**src/rtl/heat_mode_if.sv**
```systemverilog
// Mode/thermostat request bundle and heater drive outputs
// for the heating-mode sequencer.
interface heat_mode_if #(
  parameter int N_MODES = 4,
  parameter int MODE_W  = $clog2(N_MODES),
  parameter int TEMP_W  = 8
);
  logic                enable;
  logic [MODE_W-1:0]   mode_req;
  logic                mode_req_valid;
  logic [TEMP_W-1:0]   temp;
  logic [TEMP_W-1:0]   setpoint;
  logic [N_MODES-1:0]  heater_en;
  logic [MODE_W-1:0]   active_mode;
  logic                busy;
  logic                req_err;

  modport master (
    output enable, mode_req, mode_req_valid,
    output temp, setpoint,
    input  heater_en, active_mode, busy, req_err
  );

  modport slave (
    input  enable, mode_req, mode_req_valid,
    input  temp, setpoint,
    output heater_en, active_mode, busy, req_err
  );
endinterface

```
**src/rtl/heat_mode_sequencer.sv**
```systemverilog
// N-way heating-mode sequencer: hysteresis thermostat, minimum
// on-time and an all-off dead time between heating systems.
module heat_mode_sequencer #(
  parameter int N_MODES       = 4,
  parameter int MODE_W        = $clog2(N_MODES),
  parameter int TEMP_W        = 8,
  parameter int HYST          = 2,
  parameter int MIN_ON_CYCLES = 64,
  parameter int DEAD_CYCLES   = 16
) (
  input  logic      clk,
  input  logic      rst,
  heat_mode_if.slave hm
);

  localparam int MIN_W  = $clog2(MIN_ON_CYCLES + 1);
  localparam int DEAD_W = $clog2(DEAD_CYCLES + 1);

  localparam logic [MODE_W:0]     MODE_LIM = (MODE_W+1)'(N_MODES);
  localparam logic [TEMP_W:0]     HYST_X   = (TEMP_W+1)'(HYST);
  localparam logic [MIN_W-1:0]    MIN_LD   = MIN_W'(MIN_ON_CYCLES);
  localparam logic [DEAD_W-1:0]   DEAD_LD  = DEAD_W'(DEAD_CYCLES);
  localparam logic [MIN_W-1:0]    MIN_ONE  = MIN_W'(1);
  localparam logic [DEAD_W-1:0]   DEAD_ONE = DEAD_W'(1);
  localparam logic [N_MODES-1:0]  ONE_HOT0 = N_MODES'(1);

  typedef enum logic [1:0] {
    IDLE,
    HEAT,
    DEAD
  } state_t;

  state_t              state, state_n;
  logic [MODE_W-1:0]   active_mode, active_n;
  logic [MODE_W-1:0]   pending_mode, pmode_n;
  logic                pending, pend_n;
  logic                heat_demand, dem_n;
  logic [MIN_W-1:0]    min_cnt, min_n;
  logic [DEAD_W-1:0]   dead_cnt, dead_n;
  logic                req_err_q, err_n;

  logic [TEMP_W:0]     temp_x, sp_x;
  logic                dem_set, dem_clr;
  logic                in_range, req_ok;

  // One extra bit so temp+HYST and setpoint+HYST never wrap.
  assign temp_x  = {1'b0, hm.temp};
  assign sp_x    = {1'b0, hm.setpoint};
  assign dem_set = (temp_x + HYST_X) <= sp_x;
  assign dem_clr = temp_x >= (sp_x + HYST_X);

  assign in_range = {1'b0, hm.mode_req} < MODE_LIM;
  assign req_ok   = hm.mode_req_valid && in_range;

  always_ff @(posedge clk or posedge rst) begin
    if (rst) begin
      state        <= IDLE;
      active_mode  <= '0;
      pending_mode <= '0;
      pending      <= 1'b0;
      heat_demand  <= 1'b0;
      min_cnt      <= '0;
      dead_cnt     <= '0;
      req_err_q    <= 1'b0;
    end else begin
      state        <= state_n;
      active_mode  <= active_n;
      pending_mode <= pmode_n;
      pending      <= pend_n;
      heat_demand  <= dem_n;
      min_cnt      <= min_n;
      dead_cnt     <= dead_n;
      req_err_q    <= err_n;
    end
  end

  always_comb begin
    state_n  = state;
    active_n = active_mode;
    pmode_n  = pending_mode;
    pend_n   = pending;
    min_n    = min_cnt;
    dead_n   = dead_cnt;
    err_n    = hm.mode_req_valid && !in_range;
    dem_n    = heat_demand;

    unique case (1'b1)
      dem_set: dem_n = 1'b1;
      dem_clr: dem_n = 1'b0;
      default: dem_n = heat_demand;
    endcase

    unique case (state)
      IDLE: begin
        if (pending) begin
          active_n = pending_mode;
          pend_n   = 1'b0;
        end else if (hm.enable && heat_demand) begin
          state_n = HEAT;
          min_n   = MIN_LD;
        end
      end
      HEAT: begin
        min_n = (min_cnt == '0) ? '0 : min_cnt - MIN_ONE;
        if (!hm.enable ||
            (min_cnt == '0 && (!heat_demand || pending))) begin
          state_n = DEAD;
          dead_n  = DEAD_LD;
        end
      end
      DEAD: begin
        dead_n = (dead_cnt == '0) ? '0 : dead_cnt - DEAD_ONE;
        if (dead_cnt <= DEAD_ONE) begin
          state_n = IDLE;
        end
      end
      default: state_n = IDLE;
    endcase

    // A new request overrides the clear from applying the old one.
    if (req_ok) begin
      if (hm.mode_req == active_n) begin
        pend_n = 1'b0;
      end else begin
        pend_n  = 1'b1;
        pmode_n = hm.mode_req;
      end
    end
  end

  assign hm.heater_en   = (state == HEAT) ? (ONE_HOT0 << active_mode)
                                          : '0;
  assign hm.active_mode = active_mode;
  assign hm.busy        = (state == DEAD) || pending;
  assign hm.req_err     = req_err_q;

endmodule

```
**src/flat_wrapper.sv**
```systemverilog
// flat-port wrapper written by rule: the top's interface ports become plain ports
module heat_mode_sequencer_flat 
#(
  parameter int N_MODES       = 4,
  parameter int MODE_W        = $clog2(N_MODES),
  parameter int TEMP_W        = 8,
  parameter int HYST          = 2,
  parameter int MIN_ON_CYCLES = 64,
  parameter int DEAD_CYCLES   = 16
)
  (clk, rst, hm_enable, hm_mode_req, hm_mode_req_valid, hm_temp, hm_setpoint, hm_heater_en, hm_active_mode, hm_busy, hm_req_err);
  heat_mode_if #(.N_MODES(N_MODES), .MODE_W(MODE_W), .TEMP_W(TEMP_W)) hm_i ();
  input  logic clk;
  input  logic rst;
  input wire logic [$bits(hm_i.enable)-1:0] hm_enable;
  input wire logic [$bits(hm_i.mode_req)-1:0] hm_mode_req;
  input wire logic [$bits(hm_i.mode_req_valid)-1:0] hm_mode_req_valid;
  input wire logic [$bits(hm_i.temp)-1:0] hm_temp;
  input wire logic [$bits(hm_i.setpoint)-1:0] hm_setpoint;
  output wire logic [$bits(hm_i.heater_en)-1:0] hm_heater_en;
  output wire logic [$bits(hm_i.active_mode)-1:0] hm_active_mode;
  output wire logic [$bits(hm_i.busy)-1:0] hm_busy;
  output wire logic [$bits(hm_i.req_err)-1:0] hm_req_err;
  assign hm_i.enable = hm_enable;
  assign hm_i.mode_req = hm_mode_req;
  assign hm_i.mode_req_valid = hm_mode_req_valid;
  assign hm_i.temp = hm_temp;
  assign hm_i.setpoint = hm_setpoint;
  assign hm_heater_en = hm_i.heater_en;
  assign hm_active_mode = hm_i.active_mode;
  assign hm_busy = hm_i.busy;
  assign hm_req_err = hm_i.req_err;
  heat_mode_sequencer #(.N_MODES(N_MODES), .MODE_W(MODE_W), .TEMP_W(TEMP_W), .HYST(HYST), .MIN_ON_CYCLES(MIN_ON_CYCLES), .DEAD_CYCLES(DEAD_CYCLES)) u_core (.clk(clk), .rst(rst), .hm(hm_i));
endmodule
```
**config.mk**
```make
export PLATFORM = sky130hd
export DESIGN_NAME = heat_mode_sequencer_flat
export DESIGN_NICKNAME = d
export VERILOG_FILES = /design/src/rtl/heat_mode_if.sv /design/src/rtl/heat_mode_sequencer.sv /design/src/flat_wrapper.sv
export SDC_FILE = /design/constraint.sdc
export NUM_CORES = 1
export LEC_CHECK = 0
export CAP_MARGIN = 10
export CORE_MARGIN = 2
export CORE_UTILIZATION = 60
export DETAILED_ROUTE_END_ITERATION = 8
export DONT_BUFFER_PORTS = 1
export HOLD_SLACK_MARGIN = 0.08
export PLACE_DENSITY = 0.85
export SYNTH_ARGS = -nofsm -noshare
export SYNTH_HDL_FRONTEND = slang
export SYNTH_SLANG_ARGS = --single-unit
```
**constraint.sdc**
```tcl
create_clock -name clk -period 2.3 [get_ports clk]
set_clock_uncertainty 0.1 [all_clocks]
set_input_delay 0.23 -clock clk [delete_from_list [all_inputs] [get_ports clk]]
set_output_delay 0.23 -clock clk [all_outputs]
set_load 0.01 [all_outputs]
```
; After elaboration in Yosys (flattened, before gate mapping)
; Index checks and enable logic that the tools add are counted.
; W data, S select, Z words.
[word_totals]
regBits = 20
input_bits = 22
[op_classes]
n_addsub = 4
n_lt_le_gt_ge = 3
n_eq_ne = 7
n_shift = 1
mux = 19
bitwise = 1
reduce_logical = 18
[op_table]
columns = operator, n
row1 = $mux W7, 3
row2 = $add A8 B2 Y9 const B, 2
row3 = $pmux W7 S2, 1
row4 = $mux W2, 6
row5 = $mux W5, 2
row6 = $pmux W5 S2, 1
row7 = $ge A8 B9 Y1, 1
row8 = $le A9 B8 Y1, 1
row9 = $reduce_bool A2 Y1, 4
row10 = $logic_not A7 Y1, 1
row11 = $sub A7 B1 Y7 const B, 1
row12 = $ne A2 B1 Y1 const B, 3
row13 = $pmux W2 S3, 1
row14 = $le A5 B1 Y1 const B, 1
row15 = $logic_not A5 Y1, 1
row16 = $sub A5 B1 Y5 const B, 1
row17 = $mux W4, 1
row18 = $reduce_and A2 Y1, 2
row19 = $reduce_and A4 Y1, 1
row20 = $shl A1 B2 Y4 const A, 1
row21 = $logic_or A1 B1 Y1, 3
row22 = $mux W1, 3
row23 = $reduce_and A3 Y1, 1
row24 = $eq A2 B1 Y1 const B, 1
row25 = 8 further kinds, 10

; Logic depth before layout (Yosys ltp)
; Gate-level depths: netlist of the first run.
[depth]
ltp_word = 6
mapped_depth = 9

; Worst setup path before layout of the first run
; Ideal clock, no wire load.
[synth_timing]
path_type = reg2reg
startpoint = reg u_core.dead_cnt[0]
endpoint = reg u_core.dead_cnt[3]
setup_time_ns = 0.129
t_arrival_ns = 1.513
slack_ns = 0.558
path_stages_with_launch = 8
n_path_buf = 0
period_less_slack_ns = 1.742
path_cell_list = dfrtp_1 -> inv_1 -> ha_1 -> or3b_2 -> o21ai_2 -> nor2_1 -> o21ai_0 -> o21ai_0
[synth_between]
elab_chain_len = 3
elab_cells_between_ends = 4
classes_between = 1 x add/sub / 2 x mux / 1 x reduce/logical
[synth_lines]
columns = element, line
row1 = start: declaration, heat_mode_sequencer.sv:39  ; logic [DEAD_W-1:0] dead_cnt, dead_n;
row2 = start signal: assignment, heat_mode_sequencer.sv:72  ; dead_cnt <= dead_n;
row3 = $sub A5 B1 Y5 or $logic_not A5 Y1 (tied branches), heat_mode_sequencer.sv:112  ; dead_n = (dead_cnt == '0) ? '0 : dead_cnt - DEAD_ONE;
row4 = $mux W5 (*), heat_mode_sequencer.sv:112
row5 = $pmux W5 S2 (*), heat_mode_sequencer.sv:93  ; unique case (state)
; Every way passes the cells marked *; elsewhere a longest branch is shown, timed or not.
; A chain may end at the register's enable or synchronous reset.

; Worst setup path in the final report of the first run
; Same ends and word-level chain as after synthesis.

==> results of run 1 <==
cells in the final DEF (no fill, tap or decap), types with 2 or more instances in the layout:
| master | instances |
|---|---|
| ha_1 | 21 |
| nor2_1 | 20 |
| dfrtp_1 | 20 |
| inv_1 | 17 |
| o21ai_0 | 16 |
| nand2_1 | 16 |
| xnor2_1 | 12 |
| a21oi_1 | 9 |
| nand3_1 | 7 |
| nand2b_1 | 7 |
| nor3_1 | 7 |
| xor2_1 | 5 |
| clkbuf_4 | 3 |
| dlygate4sd3_1 | 3 |
| a21o_1 | 2 |
| nand4_1 | 2 |
| or3_1 | 2 |
| and3_1 | 2 |
| and3b_1 | 2 |
| nor2b_1 | 2 |
| nor4_1 | 2 |
| mux2_4 | 2 |
Yosys cell counts (5+ instances only):
cell type | number | area, um^2
nand3_1 | 7 | 35.0
ha_1 | 21 | 263
xor2_1 | 5 | 43.8
xnor2_1 | 12 | 105
nand2b_1 | 7 | 43.8
inv_1 | 17 | 63.8
a21oi_1 | 9 | 45.0
nor2_1 | 20 | 75.1
nand2_1 | 16 | 60.1
nor3_1 | 7 | 35.0
dfrtp_1 | 20 | 500
o21ai_0 | 16 | 80.1
what timing repair did:
action / 4_1_cts / 5_1_grt
setup endpoints to repair: 0 / 0
hold buffers: 3 / 0
endpoints found under the hold margin: 22 / 0
final cells by class:
class / instances / share of cell area
well taps: 31 / 0.0221
clock buffers: 3 / 0.0129
flip-flops and latches: 20 / 0.286
multi-input cells: 157 / 0.626
repair buffers: 3 / 0.0171
inverters: 17 / 0.0364
state kept, by name, indices dropped and copies added, names as in the netlist:
register	cells
u_core.state	2
u_core.pending	1
u_core.dead_cnt	5
u_core.min_cnt	7
u_core.hm.active_mode	2
u_core.pending_mode	2
u_core.heat_demand	1
power breakdown:
group | switching, uW | total (uW) | internal, uW | leakage [uW]
logic | 411 | 763 | 353 | 0.000560
registers | 171 | 659 | 488 | 0.000249
clock network | 101 | 162 | 61.0 | 0.0000138
per-stage QoR:
stage | util | instance area (um^2)
finish | 0.652 | 1750
global route | 0.652 | 1750
CTS | 0.652 | 1750
detailed placement | 0.633 | 1700
global placement | 0.633 | 1700
floorplan | - | 1670
routing by layer:
| layer | global-route usage | routed length (um) | vias up | share of wire |
|---|---|---|---|---|
| li1 | - | - | 688 | - |
| met1 | 0.244 | 1500 | 663 | 0.44 |
| met2 | 0.414 | 1770 | 28 | 0.52 |
| met3 | 0.0438 | 92 | 8 | 0.027 |
| met4 | 0.0408 | 41 | 0 | 0.012 |
| met5 | 0 | 0 | - | 0 |
final timing paths:
check                                          startpoint                             end  cells past startpoint
max reg2reg                u_core.dead_cnt[0]$_DFFE_PP0P_  u_core.dead_cnt[3]$_DFFE_PP0P_                      7
max in group asynchronous                             rst     u_core.state[1]$_DFFE_PP0P_                      2
max                        u_core.dead_cnt[0]$_DFFE_PP0P_  u_core.dead_cnt[3]$_DFFE_PP0P_                      7
min reg2reg                 u_core.min_cnt[1]$_DFFE_PP0P_   u_core.min_cnt[1]$_DFFE_PP0P_                      2
min                                             hm_enable     u_core.state[0]$_DFFE_PP0P_                      3
min in group asynchronous                             rst  u_core.dead_cnt[3]$_DFFE_PP0P_                      2
worst max-delay path, cell delays in order, from the launching register on:
cell     delay, ns
dfrtp_1       0.43
inv_1         0.10
ha_1          0.20
or3b_2        0.48
o21ai_2       0.22
nor2_1        0.09
o21ai_0       0.14
o21ai_0       0.09
cells by family after synthesis:
logic type | after synthesis | synth area share
adders and majority gates | 21 | 0.158
buffers and inverters | 18 | 0.0428
DFF | 20 | 0.300
xor gates and xnor gates | 17 | 0.0893
and+or+nand+nor | 77 | 0.246
AOI/OAI and AO/OA | 39 | 0.144
muxes | 2 | 0.0180
other | 1 | 0.00225
==> impl_metrics.py, run 1 <==
metrics = {
    "grt": {
        "grt_pass1_vias": 1378,
        "gr-total-overflow": 0,
        "grt_pass1_wl_um": 5590,
        "grt_max_degree": 21,
        "grt.total_usage": 0.216,
        "antenna_found_initial": 0,
    },
    "synth": {
        "synth_cells": 195,
        "ys.flop_type": "dfrtp_1",
        "ys_warn_count": 0,
        "syn_nets": 238,
        "synth_edf_count": 0,
        "syn_area_per_cell_um2": 8.55,
        "syn_area_um2": 1670,
        "async_flop_share": 1.00,
        "ys_ff_latch": 20,
        "ys_seq_area_frac": 0.300,
        "synth_cell_types": 42,
    },
    "drt": {
        "drt-initial-drc-count": 39,
        "via_count": 1387,
        "wl_per_cell_um": 14.7,
        "wl_um": 3400,
        "drtPass1Iterations": 4,
        "viasPerCell": 6.00,
        "drc": 0,
        "drtAntennaViolNets": 0,
    },
    "final_layout": {
        "seqCellArea_um2": 500,
        "drive_above_1_share": 0.0600,
        "fillers": 231,
        "multiInputGateArea_um2": 1100,
        "fin_cells": 231,
        "finalNetCount": 245,
        "antenna_cells": 0,
        "syn_to_final_growth_pct": 5.03,
    },
    "sta": {
        "finalSetupViolCount": 0,
        "clock.fmax_ghz": 0.512,
        "relSlewSlack": 0.502,
        "finalWorstSetupSlack_ns": 0.345,
        "period_share": 0.850,
        "period_minus_slack_ns": 1.95,
        "worst_hold_slack_ns": 0.0894,
        "rsz0062_at_grt": "no",
        "worstMarginPinSlew_ns": 0.746,
        "drv_slew": 0,
        "setup-tns-final_ns": 0,
        "hold_viol": 0,
    },
    "critical_path": {
        "critical_path_class": "reg2reg",
        "startpoint_type": "register",
        "cp_max_fo": 5,
        "ff2ff_setup_slack_ns": 0.35,
        "cp.arrival_ns": 2.04,
        "end_kind": "register",
        "cp.required_ns": 2.39,
    },
    "cts": {
        "cts_root_buffer": "clkbuf_4",
        "cts_setup_buffers": 0,
        "numCtsBuffers": 3,
        "h-tree-depth": 1,
        "cts_tree": "yes",
        "clkTransAtPathRegs_ns": 0.11,
        "post_cts_resized": 0,
        "clock_sinks": 20,
        "clock_path_buffers": 2,
        "insertion_delay_ns": 0.30,
    },
    "power": {
        "p_leak_uw": 0.000823,
        "ir_drop_mv": 0.923,
        "total_power_uw": 1580,
        "power_density_nw_per_um2": 905,
    },
    "floorplan": {
        "start_util": 0.621,
        "io_pins": 30,
        "die_h_um": 56.7,
        "core-area_um2": 2690,
        "dieArea_um2": 3220,
        "dieWidth_um": 56.7,
        "rows": 19,
    },
    "place": {
        "hpwl_um": 2750,
        "portBuffers": 0,
        "gp_routability_congestion": 0.847,
        "placed_cells": 225,
        "place_ws_ns": 0.367,
    },
    "hold_path": {
        "hold_path.class": "in2reg",
    },
    "job": {
        "cap_violations": 0,
    },
    "outcome": {
        "status": "completed",
    },
}
No activity file was read; power rests on OpenSTA's default activity.
==> run 2, diff against run 1 <==
--- a/config.mk
+++ b/config.mk
@@ -5,6 +5,7 @@
 export SDC_FILE = /design/constraint.sdc
 export NUM_CORES = 1
 export LEC_CHECK = 0
+export ABC_AREA = 1
 export CAP_MARGIN = 10
 export CORE_MARGIN = 2
 export CORE_UTILIZATION = 60
==> constraint.sdc (replaced) <==
create_clock -name clk -period 1.85 [get_ports clk]
set_clock_uncertainty 0.1 [all_clocks]
set_input_delay 0.185 -clock clk [delete_from_list [all_inputs] [get_ports clk]]
set_output_delay 0.185 -clock clk [all_outputs]
set_load 0.01 [all_outputs]
==> run 2 against run 1 <==
Effect of this change:
- combinational power rose by 47%
- largest cell class unchanged
- worst setup slack worse by 0.30 ns
- clock power is 130% higher
- critical path depth decreased by 3
- wire length increased by 1.6%
- non-clock buffer count grew 4
- cell count grew 28%
- synthesized cell count grew 31%
- total power rose by 43%
- sequential share of layout area shrank 2.6 points
- global-route usage up 2.0 points
- critical endpoint is now hm_heater_en[0]
- highest routed layer unchanged
==> impl_metrics.py, run 2 <==
metrics = {
    "drt": {
        "wl_um": 3460,
        "drtPass1Iterations": 4,
        "drtAntennaViolNets": 0,
        "via_count": 1576,
        "drt-initial-drc-count": 63,
        "wl_per_cell_um": 11.7,
        "viasPerCell": 5.32,
        "drc": 0,
    },
    "hold_path": {
        "hold_path.class": "in2reg",
        "worstHoldPathCells": 5,
        "holdPathEnd": "u_core.pending_mode[0]$_DFFE_PP0P_",
        "worstHoldStart": "hm_mode_req[0]",
    },
    "synth": {
        "synth_most_common_cell": "nand2_1",
        "syn_area_um2": 1780,
        "syn_area_per_cell_um2": 6.96,
        "ys_top_cells_by_area": "dfrtp_1, ha_1, nand2_1",
        "synth_edf_count": 0,
        "ys_seq_area_frac": 0.282,
        "synth_top_area_cell": "dfrtp_1",
        "synth_cells": 255,
        "ys.flop_type": "dfrtp_1",
        "syn_nets": 298,
        "synth_cell_types": 27,
        "ys_ff_latch": 20,
        "synth.top_cells.by_count": "nand2_1, inv_1, nand3_1",
        "async_flop_share": 1.00,
        "ys_warn_count": 0,
        "synth_top_area_share": 0.282,
    },
    "critical_path": {
        "critPathSlowestCell": "dfrtp_1",
        "cp.arrival_ns": 1.52,
        "path_common_cell": "inv_1",
        "rr_worst_depth": 8,
        "critical_path_class": "reg2out",
        "slowest_delay_ns": 0.43,
        "critPathTopFamily": "simple AND/OR/NAND/NOR gates",
        "worst-path-buf-inv": 2,
        "cp.required_ns": 1.56,
        "cp_max_fo": 4,
        "r2r-end": "u_core.dead_cnt[1]$_DFFE_PP0P_",
        "startpoint_type": "register",
        "end_kind": "output port",
        "cp_cell_sequence": "inv_1 > nor2_1 > inv_1 > nor3_1",
        "r2r-start": "u_core.min_cnt[3]$_DFFE_PP0P_",
        "ff2ff_setup_slack_ns": 0.30,
    },
    "grt": {
        "globalRouteMet2Util": 0.404,
        "antenna_found_initial": 0,
        "globalRoute.busiestLayer": "met2",
        "grt_max_degree": 21,
        "grt_pass1_vias": 1580,
        "use_met1": 0.296,
        "grt.total_usage": 0.236,
        "met3_usage": 0.0286,
        "gr-total-overflow": 0,
        "grt_pass1_wl_um": 6240,
    },
    "cts": {
        "cts_setup_buffers": 0,
        "cts_root_buffer": "clkbuf_4",
        "clock_sinks": 20,
        "insertion_delay_ns": 0.32,
        "cts_tree": "yes",
        "clock_path_buffers": 2,
        "numCtsBuffers": 3,
        "h-tree-depth": 1,
        "clkTransAtPathRegs_ns": 0.13,
    },
    "sta": {
        "hold_viol": 0,
        "period_minus_slack_ns": 1.81,
        "rsz0062_at_grt": "yes",
        "drv_slew": 0,
        "worst_hold_slack_ns": 0.0806,
        "finalSetupViolCount": 0,
        "relSlewSlack": 0.495,
        "setup-tns-final_ns": 0,
        "worstMarginPinSlew_ns": 0.757,
        "clock.fmax_ghz": 0.554,
        "period_share": 0.976,
    },
    "outcome": {
        "status": "completed",
    },
    "final_layout": {
        "top_regs": "u_core.min_cnt: 7 flops, u_core.dead_cnt: 5 flops",
        "final_cell_mix": "nand2_1, inv_1, nand3_1, nor2_1, ha_1",
        "syn_to_final_growth_pct": 8.39,
        "largest_reg_flops": 7,
        "finalNetCount": 309,
        "antenna_cells": 0,
        "layout_commonest_cell": "nand2_1",
        "drive_above_1_share": 0.0528,
        "largest_register": "u_core.min_cnt",
    },
    "floorplan": {
        "start_util": 0.638,
        "dieArea_um2": 3410,
        "dieWidth_um": 58.4,
        "io_pins": 30,
        "die_h_um": 58.4,
        "rows": 19,
        "core-area_um2": 2780,
    },
    "power": {
        "p_leak_uw": 0.00106,
        "power_density_nw_per_um2": 1180,
        "ir_drop_mv": 0.951,
    },
    "job": {
        "cap_violations": 0,
    },
    "place": {
        "hpwl_um": 2780,
        "portBuffers": 0,
        "gp_routability_congestion": 0.824,
    },
}
## run 2: changes by cell type in the layout (fill, tap and decap cells not counted), sizes merged, moves of 3 or more
| cell | previous run | this run |
|---|---|---|
| nand3 | 7 | 30 |
| nand2 | 16 | 61 |
| nand2b | 7 | 0 |
| o21ai | 17 | 7 |
| nor2 | 20 | 23 |
| inv | 17 | 48 |
| nand4 | 2 | 6 |
| xnor2 | 12 | 3 |
| nor4 | 3 | 0 |
| xor2 | 5 | 9 |
## run 2: metrics by stage
stage               instances   util  worst slack, ns  total power [uW]  area, um^2
floorplan                 255      -            0.186              1650        1780
global placement          287  0.655           0.0700              1840        1820
detailed placement        287  0.655           0.0365              1890        1820
CTS                       296  0.692           0.0316              2270        1920
global route              296  0.692          -0.0905              2500        1920
finish                    296  0.692           0.0437              2260        1920
## run 2: layer usage
metal / vias to the layer above / routed length [um] / share of wire
met5: - / 0 / 0
met4: 0 / 70 / 0.020
met3: 6 / 161 / 0.047
met2: 36 / 1680 / 0.49
met1: 696 / 1540 / 0.45
li1: 838 / - / -
## run 2: worst max path at each step
stage | startpoint | to | cells after the start | slack, ns
after floorplan | hm_temp[1] | u_core.heat_demand$_DFFE_PP0P_ | 12 | 0.19
after global placement | hm_setpoint[1] | u_core.heat_demand$_DFFE_PP0P_ | 11 | 0.07
after detailed placement | hm_setpoint[1] | u_core.heat_demand$_DFFE_PP0P_ | 11 | 0.04
after CTS | u_core.state[0]$_DFFE_PP0P_ | hm_heater_en[0] | 4 | 0.03
after global routing | u_core.state[0]$_DFFE_PP0P_ | hm_heater_en[1] | 4 | -0.09
final | u_core.state[0]$_DFFE_PP0P_ | hm_heater_en[0] | 4 | 0.04
## run 2: cells by family (layout without fill, tap and decap cells)
group / after synthesis / after routing / synth area share
flops: 20 / 20 / 0.282
fa+ha+maj: 21 / 21 / 0.148
other cells: 1 / 1 / 0.00211
simple gates: 133 / 133 / 0.342
xor+xnor: 12 / 12 / 0.0592
compound gates: 19 / 19 / 0.0613
buf+inv: 49 / 59 / 0.106
## run 2: layout make-up
cell class	instances	area [um^2]
Tap cell	31	38.8
Timing Repair Buffer	7	65.1
Multi-Input combinational cell	186	1090
Clock buffer	3	22.5
Clock inverter	1	30.0
Inverter	48	180
Sequential cell	20	500
Fill cell	234	857
## run 2: worst reg2reg max path: stages, from the launching register on
cell and delay, ns:
dfrtp_1 0.39, inv_1 0.12, nand2_1 0.10, nor2_2 0.17, nand3_2 0.15, nand2_2 0.10
nand3_2 0.14, nand3_1 0.10, o21ai_0 0.09
## run 2: repair_timing
item / CTS / global route
setup endpoints to repair: 0 / 5
hold buffers: 5 / 0
gates resized for setup: 0 / 0
endpoints found under the hold margin: 25 / 0
## run 2: where the power goes
part           internal [uW]  switching [uW]
sequential               615             167
combinational            429             687
clock                    219             146
total                   1260             999
==> run 3, diff against run 2 <==
--- a/config.mk
+++ b/config.mk
@@ -5,14 +5,13 @@
 export SDC_FILE = /design/constraint.sdc
 export NUM_CORES = 1
 export LEC_CHECK = 0
-export ABC_AREA = 1
 export CAP_MARGIN = 10
 export CORE_MARGIN = 2
-export CORE_UTILIZATION = 60
+export CORE_UTILIZATION = 45
 export DETAILED_ROUTE_END_ITERATION = 8
 export DONT_BUFFER_PORTS = 1
 export HOLD_SLACK_MARGIN = 0.08
-export PLACE_DENSITY = 0.85
+export PLACE_DENSITY = 0.69
 export SYNTH_ARGS = -nofsm -noshare
 export SYNTH_HDL_FRONTEND = slang
 export SYNTH_SLANG_ARGS = --single-unit
==> run 3 against run 2 <==
Effect of this change:
- die area up 23%
- critical path depth is the same
- cell count fell by 13%
- maximum frequency up 3.9%
- final area fell by 2.3%
- non-clock buffer count increased by 4
- clock power fell by 11%
- sequential share of layout area rose by 0.61 points
- worst hold slack improved by 0.014 ns
- sequential cell count did not move
- critical endpoint is now u_core.pending$_DFFE_PP0P_
==> impl_metrics.py, run 3 (synthesized netlist as in run 1, its figures left out) <==
metrics = {
    "outcome": {
        "status": "completed",
    },
    "drt": {
        "drtPass1Iterations": 4,
        "wl_per_cell_um": 12.1,
        "drtAntennaViolNets": 0,
        "viasPerCell": 5.28,
        "via_count": 1356,
        "wl_um": 3110,
        "drt-initial-drc-count": 64,
        "drc": 0,
    },
    "grt": {
        "grt_max_degree": 21,
        "globalRoute.busiestLayer": "met2",
        "globalRouteMet2Util": 0.285,
        "grt_pass1_wl_um": 5600,
        "grt_pass1_vias": 1337,
        "gr-total-overflow": 0,
        "use_met1": 0.211,
        "met3_usage": 0.0156,
        "antenna_found_initial": 0,
        "grt.total_usage": 0.165,
    },
    "critical_path": {
        "end_kind": "register",
        "slowest_delay_ns": 0.41,
        "critPathTopFamily": "flip-flops",
        "cp.required_ns": 1.89,
        "critical_path_class": "reg2reg",
        "startpoint_type": "register",
        "cp_cell_sequence": "nor3b_4 > mux2_4 > xor2_1 > a211o_1",
        "cp.arrival_ns": 1.78,
        "critPathSlowestCell": "dfrtp_1",
        "worst-path-buf-inv": 0,
        "cp_max_fo": 5,
    },
    "cts": {
        "numCtsBuffers": 3,
        "clock_sinks": 20,
        "clkTransAtPathRegs_ns": 0.07,
        "cts_root_buffer": "clkbuf_8",
        "insertion_delay_ns": 0.26,
        "h-tree-depth": 1,
        "clock_path_buffers": 2,
        "cts_tree": "yes",
    },
    "power": {
        "p_sw_uw": 830,
        "p_leak_uw": 0.000877,
        "swShare": 0.391,
        "total_power_uw": 2120,
        "sequentialPowerShare": 0.377,
        "power_density_nw_per_um2": 1130,
        "power.share.combinational": 0.470,
        "pwr-share-clk": 0.153,
        "p_int_uw": 1290,
        "ir_drop_mv": 0.440,
    },
    "final_layout": {
        "drive_above_1_share": 0.100,
        "fin_cells": 257,
        "finalNetCount": 253,
        "syn_to_final_growth_pct": 12.8,
        "top_regs": "u_core.min_cnt: 7 flops, u_core.dead_cnt: 5 flops",
        "largest_reg_flops": 7,
        "antenna_cells": 0,
        "final_cell_mix": "ha_1, nor2_1, dfrtp_1, inv_1",
        "largest_register": "u_core.min_cnt",
        "layout_commonest_cell": "ha_1",
    },
    "hold_path": {
        "hold_path.class": "in2reg",
    },
    "place": {
        "hpwl_um": 2470,
        "gp_routability_congestion": 0.818,
        "portBuffers": 0,
        "place_ws_ns": -0.00651,
        "placed_cells": 248,
    },
    "floorplan": {
        "dieWidth_um": 64.9,
        "rows": 22,
        "dieArea_um2": 4210,
        "start_util": 0.463,
        "die_h_um": 64.9,
        "io_pins": 30,
        "core-area_um2": 3610,
    },
    "sta": {
        "finalSetupViolCount": 0,
        "drv_slew": 0,
        "rsz0062_at_grt": "no",
        "clock.fmax_ghz": 0.575,
        "period_share": 0.940,
        "hold_viol": 0,
        "period_minus_slack_ns": 1.74,
        "finalWorstSetupSlack_ns": 0.112,
    },
    "job": {
        "cap_violations": 0,
    },
}
run 3: worst reg2reg max path: cells and delay by family (launching register included):
family	cells	cell delay [ns]
XOR/XNOR	1	0.14
flip-flops	1	0.41
AND/OR/NAND/NOR	1	0.34
multiplexers	1	0.34
AO/OA/AOI/OAI	1	0.29
run 3: power by group through the flow:
stage	combinational [uW]	clock (uW)	sequential (uW)
after global routing	1150	361	832
after floorplan	764	0	769
after detailed placement	959	0	806
after global placement	945	0	798
final	998	324	801
after CTS	972	338	797
run 3: area by class of cell:
cell class / count / area [um^2]
timing repair buffer: 11 / 92.6
sequential: 20 / 500
clock buffer: 4 / 55.1
inverter: 17 / 63.8
tap: 48 / 60.1
multi-input combinational: 157 / 1110
fill: 341 / 1730
run 3: final timing paths:
check                                                   start                            endpoint  slack, ns  cells past startpoint
min in group asynchronous                                 rst      u_core.dead_cnt[2]$_DFFE_PP0P_       0.29                      3
min                                         hm_mode_req_valid  u_core.pending_mode[1]$_DFFE_PP0P_       0.09                      2
max reg2reg                        u_core.pending$_DFFE_PP0P_          u_core.pending$_DFFE_PP0P_       0.11                      4
min reg2reg                u_core.pending_mode[0]$_DFFE_PP0P_  u_core.pending_mode[0]$_DFFE_PP0P_       0.41                      1
max                                u_core.pending$_DFFE_PP0P_          u_core.pending$_DFFE_PP0P_       0.11                      4
max in group asynchronous                                 rst       u_core.min_cnt[1]$_DFFE_PP0P_       1.15                      3
run 3: routing by layer:
| layer | routed length [um] | part of all wire |
|---|---|---|
| met1 | 1510 | 0.49 |
| met4 | 48 | 0.015 |
| met5 | 0 | 0 |
| met2 | 1470 | 0.47 |
| met3 | 77 | 0.025 |
run 3: through the flow:
step	hold WS [ns]	cell area, um^2	utilization	TNS [ns]
6_report	0.0950	1880	0.522	0
3_3_place_gp	0.0227	1770	0.490	0
4_1_cts	0.0931	1860	0.516	0
3_5_place_dp	0.0246	1770	0.490	-0.00651
5_1_grt	0.110	1880	0.522	0
2_1_floorplan	0.0488	1670	-	0
run 3: repair_timing:
action | in CTS | in global routing
hold endpoints to repair | 23 | 0
resized for setup | 0 | 3
endpoints found under the setup margin | 0 | 4
hold buffers | 4 | 0
setup buffers | 0 | 1
